[src/rtl/clk_seq_pkg.sv]
// Shared types and constants for the clock/reset sequencer.
//   state_t      : sequencer states, 2-bit encoding 0..3
//   LOSS_CNT_W   : width of the lock-loss event counter
//   LOSS_CNT_MAX : saturation value of the lock-loss event counter
//   max_u        : helper used to size the shared stable/hold counter
package clk_seq_pkg;

  typedef enum logic [1:0] {
    WAIT_LOCK = 2'd0,
    STABLE    = 2'd1,
    HOLD      = 2'd2,
    RUN       = 2'd3
  } state_t;

  localparam int unsigned           LOSS_CNT_W   = 8;
  localparam logic [LOSS_CNT_W-1:0] LOSS_CNT_MAX = 8'hFF;

  function automatic int unsigned max_u(input int unsigned a, input int unsigned b);
    return (a > b) ? a : b;
  endfunction

endpackage

[src/rtl/clk_reset_sequencer_sync_ff.sv]
// Generic N-flop synchroniser with asynchronous active-high clear.
//   clk   : destination clock
//   rst   : asynchronous active-high reset, clears every stage
//   d     : asynchronous input
//   q     : synchronised output (last stage)
// STAGES must be >= 2.
module sync_ff #(
  parameter int unsigned STAGES = 2
) (
  input  logic clk,
  input  logic rst,
  input  logic d,
  output logic q
);

  logic [STAGES-1:0] sync_q;
  logic [STAGES-1:0] sync_d;

  // Shift the input in at bit 0; the oldest sample leaves at the top.
  always_comb begin
    sync_d = STAGES'({sync_q, d});
  end

  always_ff @(posedge clk or posedge rst) begin
    if (rst) begin
      sync_q <= '0;
    end else begin
      sync_q <= sync_d;
    end
  end

  assign q = sync_q[STAGES-1];

endmodule

[src/rtl/clk_reset_sequencer.sv]
// Turns an asynchronous PLL/MMCM LOCKED into a debounced, stretched core reset.
//   clk           : generated system clock
//   reset         : asynchronous active-high reset
//   pll_locked    : LOCKED from the clock generator, asynchronous to clk
//   lock_lost_clr : one-cycle pulse clearing the lock_lost flag
//   resetn_out    : active-low core reset (registered)
//   ready         : high while running (same flop as resetn_out)
//   lock_lost     : sticky, set when lock drops while running
//   loss_count    : saturating count of run->lock-loss events
// Optional feature: define CLK_SEQ_LOSS_COUNT_EN to build the loss counter;
// otherwise loss_count is tied to zero.
module clk_reset_sequencer
  import clk_seq_pkg::*;
#(
  parameter int unsigned SYNC_STAGES = 2,
  parameter int unsigned LOCK_STABLE = 1024,
  parameter int unsigned RESET_HOLD  = 16
) (
  input  logic                  clk,
  input  logic                  reset,
  input  logic                  pll_locked,
  input  logic                  lock_lost_clr,
  output logic                  resetn_out,
  output logic                  ready,
  output logic                  lock_lost,
  output logic [LOSS_CNT_W-1:0] loss_count
);

  localparam int unsigned     CNT_W       = $clog2(max_u(LOCK_STABLE, RESET_HOLD) + 1);
  localparam logic [CNT_W-1:0] STABLE_LAST = CNT_W'(LOCK_STABLE - 1);
  localparam logic [CNT_W-1:0] HOLD_LAST   = CNT_W'(RESET_HOLD - 1);

  logic             locked_s;
  state_t           state_q, state_d;
  logic [CNT_W-1:0] cnt_q, cnt_d;
  logic             resetn_q, resetn_d;
  logic             lock_lost_q, lock_lost_d;
  logic             lost_event;

  sync_ff #(
    .STAGES (SYNC_STAGES)
  ) u_lock_sync (
    .clk (clk),
    .rst (reset),
    .d   (pll_locked),
    .q   (locked_s)
  );

  // State and counter register.
  always_ff @(posedge clk or posedge reset) begin
    if (reset) begin
      state_q <= WAIT_LOCK;
      cnt_q   <= '0;
    end else begin
      state_q <= state_d;
      cnt_q   <= cnt_d;
    end
  end

  // Next state; any drop of locked_s before RUN restarts the whole sequence.
  always_comb begin
    state_d = state_q;
    cnt_d   = cnt_q;
    case (state_q)
      WAIT_LOCK: begin
        cnt_d = '0;
        if (locked_s) state_d = STABLE;
      end
      STABLE: begin
        if (!locked_s) begin
          state_d = WAIT_LOCK;
          cnt_d   = '0;
        end else if (cnt_q == STABLE_LAST) begin
          state_d = HOLD;
          cnt_d   = '0;
        end else begin
          cnt_d = cnt_q + CNT_W'(1);
        end
      end
      HOLD: begin
        if (!locked_s) begin
          state_d = WAIT_LOCK;
          cnt_d   = '0;
        end else if (cnt_q == HOLD_LAST) begin
          state_d = RUN;
          cnt_d   = '0;
        end else begin
          cnt_d = cnt_q + CNT_W'(1);
        end
      end
      RUN: begin
        cnt_d = '0;
        if (!locked_s) state_d = WAIT_LOCK;
      end
      default: begin
        state_d = WAIT_LOCK;
        cnt_d   = '0;
      end
    endcase
  end

  // Outputs follow next_state so they switch on the same edge as the state.
  always_comb begin
    lost_event  = (state_q == RUN) && (state_d != RUN);
    resetn_d    = (state_d == RUN);
    lock_lost_d = lock_lost_q;
    if (lock_lost_clr) lock_lost_d = 1'b0;
    if (lost_event)    lock_lost_d = 1'b1;   // a new loss beats a same-cycle clear
  end

  always_ff @(posedge clk or posedge reset) begin
    if (reset) begin
      resetn_q    <= 1'b0;
      lock_lost_q <= 1'b0;
    end else begin
      resetn_q    <= resetn_d;
      lock_lost_q <= lock_lost_d;
    end
  end

  assign resetn_out = resetn_q;
  assign ready      = resetn_q;
  assign lock_lost  = lock_lost_q;

`ifdef CLK_SEQ_LOSS_COUNT_EN
  logic [LOSS_CNT_W-1:0] loss_cnt_q, loss_cnt_d;

  // Saturating event counter; only reset clears it.
  always_comb begin
    loss_cnt_d = loss_cnt_q;
    if (lost_event && (loss_cnt_q != LOSS_CNT_MAX)) begin
      loss_cnt_d = loss_cnt_q + LOSS_CNT_W'(1);
    end
  end

  always_ff @(posedge clk or posedge reset) begin
    if (reset) begin
      loss_cnt_q <= '0;
    end else begin
      loss_cnt_q <= loss_cnt_d;
    end
  end

  assign loss_count = loss_cnt_q;
`else
  assign loss_count = LOSS_CNT_W'(0);
`endif

endmodule

[config.mk]
export PLATFORM = sky130hd
export DESIGN_NAME = clk_reset_sequencer
export DESIGN_NICKNAME = d
export VERILOG_FILES = /design/src/rtl/clk_seq_pkg.sv /design/src/rtl/clk_reset_sequencer_sync_ff.sv /design/src/rtl/clk_reset_sequencer.sv
export SDC_FILE = /design/constraint.sdc
export NUM_CORES = 1
export LEC_CHECK = 0
export BUFFER_PORTS_ARGS = -buffer_cell sky130_fd_sc_hd__buf_2
export CORE_ASPECT_RATIO = 1.1
export CORE_MARGIN = 2
export CORE_UTILIZATION = 35
export DETAILED_ROUTE_END_ITERATION = 7
export PLACE_DENSITY = 0.66
export SYNTH_ARGS = -nofsm -noshare
export SYNTH_HDL_FRONTEND = slang
export SYNTH_SLANG_ARGS = --single-unit
export TNS_END_PERCENT = 20
[constraint.sdc]
create_clock -name clk -period 1.7 [get_ports clk]
set_input_delay 0.34 -clock clk [delete_from_list [all_inputs] [get_ports clk]]
set_output_delay 0.34 -clock clk [all_outputs]
set_load 0.005 [all_outputs]
==> flow_summary.yaml <==
clocking:
  numCtsBuffers: 3
  clk_pin_slew_worst_paths_ps: 90
  clockRootBuffer: "clkbuf_4"
  clkSinkCount: 17
  h-tree-depth: 1
  clockBufferDepth: 2
  cts_tree: "done"
  hold_buffers: 0
  post_cts_buffers: 0
  clock_latency_ps: 280
yosys:
  post_synth_xor_area_fraction_pct: 8.15
  postSynth.asyncResetShare_pct: 100
  synth_area_per_cell_sq_um: 10.4
  syn-instance-count: 83
  synth_edf_count: 0
  synth_area_sq_um: 860
  synth_warnings: 0
  muxShareOfSynthArea_pct: 0
  synthAdderAreaFrac_pct: 1.46
  yosysUniqueCellTypes: 28
  synth_compound_area_share_pct: 8.44
  yosysSeqAreaShare_pct: 49.5
  synth_top_family_by_area: "simple AND/OR/NAND/NOR gates"
  ys_ff_latch: 17
  synth_ff_type: "dfrtp_1"
  synth-simple-area-share_pct: 22.0
worst_hold_path:
  hold_class: "input pin to async pin"
sta:
  hold_viol: 0
  fin_crit_sh_pct: 99.0
  clock.fmax_mhz: 594
  layout_min_cycle_time_ps: 1680
  finalSetupViolations: 0
  rsz0062_at_grt: "true"
  tightest_slew_ps: 617
  fin_hold_ws_ps: 116
  fin_setup_tns_ps: 0
  max_slew_margin_pct: 58.8
  drv_slew: 0
  skew_ps: 0.867
pwr:
  vdd.ir_drop.worst_mv: 0.592
  seqPwrFrac_pct: 62.5
  p_per_area_nw_per_um2: 705
  p_int_w: 0.000523
  power.switching_w: 0.000157
  power_switching_share_pct: 23.1
  total_power_w: 0.000680
  combPwrFrac_pct: 6.9
  power_frac_clock_pct: 30.6
  leakage_nw: 0.441
finish:
  register_area_sq_um: 425
  area_delta_synth_final_pct: 12.2
  layout-drive-gt1-share_pct: 20.6
  multiInputGateArea_sq_um: 378
  final_area_sq_um: 965
  n_fill_cell: 228
  nets: 103
  diodes: 0
drt:
  drt-total-wl_mm: 1.30
  drt_pass1_iterations: 2
  via_per_inst: 4.55
  drcViolationCount: 0
  top_layer: "met4"
  vias: 578
  route.met2.wl_microns: 612
  wl_met1_microns: 629
  drtIter0Drc: 7
  antenna_left: 0
  wl_per_cell_microns: 10.2
  wl_met3_microns: 45
setup_path:
  critical_path_class: "flop to flop"
  r2r_setup_slack_ps: 20
  r2r-end: "cnt_q[9]$_DFF_PP0_"
  reg2reg_from: "cnt_q[6]$_DFF_PP0_"
  cp_slowest_cell: "or4_4"
  rr_worst_depth: 4
  critical_path.cell_chain: "or4_4 > o31a_1 > a2bb2oi_4 > nor2_1"
  worstSetupStartpointType: "flop"
  cp.arrival_ps: 1850
  cpPeakStageDelay_ps: 540
  path_max_fanout: 8
  crit_required_ps: 1870
  end_kind: "flop"
global_routing:
  grt_use_total_pct: 10.7
  grt_overflow_total: 0
  grt_pass1_vias: 580
  grt_max_degree: 18
  grt_pass1_wl_mm: 2.33
  antenna_found_initial: 0
place:
  placed_area_sq_um: 935
  hpwl_microns: 965
  io_buffer_count: 6
  gp_congestion: 0.749
die:
  dieArea_sq_um: 2870
  core_area_sq_um: 2300
  num_io_pins: 15
  dieHeight_microns: 56.0
  die_w_microns: 51.3
  initial_core_util_pct: 37.4
  rows: 18
outcome:
  status: "complete, no violations"
flow_run:
  maxCapViolations: 0
-- cell type report --
type                       instances  area share, %
sequential                        17           44.1
multi-input combinational         59           39.2
timing repair buffer              13           8.56
tap                               30           3.89
clock buffer                       4           2.72
inverter                           4           1.56
-- state kept, by name (all words and copies together), names as in the netlist --
register            count
cnt_q                  11
state_q                 2
u_lock_sync.sync_q      2
lock_lost               1
ready                   1
-- timing repair --
item,in CTS,in global routing
resized for setup,1,0
setup endpoints to repair,8,9
pin swaps,2,1
-- stage by stage --
stage	instances	setup WS, ps	utilization [%]
3_3_place_gp	123	17.6	40.7
5_1_grt	127	-55.0	42.0
6_report	127	16.8	42.0
4_1_cts	127	7.82	42.0
2_1_floorplan	90	72.1	-
3_5_place_dp	123	-26.3	40.7
-- cell families after synthesis --
| family | after synthesis |
|---|---|
| XOR/XNOR | 8 |
| AO/OA/AOI/OAI | 7 |
| other | 1 |
| adder cells (fa/ha/maj) | 1 |
| buffers and inverters | 14 |
| flip-flops | 17 |
| AND/OR/NAND/NOR | 35 |
-- Yosys cell counts (2+ instances only) --
library cell	count	area share (%)
nor3b_1	2	1.7
nand3_1	4	2.3
nor3_1	4	2.3
xor2_1	2	2.0
dfrtp_1	17	49
nand4_1	2	1.5
nor2b_1	4	2.9
xnor2_1	6	6.1
nor2_1	9	3.9
inv_1	4	1.7
buf_4	9	7.9
nand2_1	4	1.7
-- worst max path at each step --
stage | start | to | slack, ps | cells past startpoint
final | cnt_q[6]$_DFF_PP0_ | cnt_q[9]$_DFF_PP0_ | 20 | 4
after global placement | cnt_q[6]$_DFF_PP0_ | cnt_q[3]$_DFF_PP0_ | 20 | 4
after detailed placement | cnt_q[6]$_DFF_PP0_ | cnt_q[2]$_DFF_PP0_ | -30 | 4
after floorplan | cnt_q[6]$_DFF_PP0_ | cnt_q[2]$_DFF_PP0_ | 70 | 4
after global routing | cnt_q[6]$_DFF_PP0_ | cnt_q[7]$_DFF_PP0_ | -50 | 4
after CTS | cnt_q[6]$_DFF_PP0_ | cnt_q[2]$_DFF_PP0_ | 8 | 4
-- placed cells by master, fill, tap and decap left out, drive strengths merged, types with 2 or more instances in the layout --
cell type / n
xor2: 2
nor3: 4
conb: 8
dfrtp: 17
inv: 4
nand3: 4
nor2: 10
buf: 13
clkbuf: 4
xnor2: 6
nor2b: 4
nand2: 4
nand4: 2
nor3b: 2
-- worst max-delay path: cells and delay by family, from the launching register on --
kind	cells	cell delay [ps]
flops	1	400
compound gates	2	550
simple gates	2	620
-- routing by layer --
metal,vias up,global-route usage [%]
met5,-,0
met4,0,6.77
met3,2,1.61
met2,11,16.5
met1,268,13.9
li1,297,-
-- power groups by stage --
stage	sequential (W)	combinational [W]	clock, W
6_report	0.000425	0.0000468	0.000208
5_1_grt	0.000428	0.0000558	0.000229
4_1_cts	0.000425	0.0000484	0.000221
3_5_place_dp	0.000433	0.0000484	0
3_3_place_gp	0.000433	0.0000479	0
2_1_floorplan	0.000428	0.0000545	0
No activity file was read; power rests on OpenSTA's default activity.
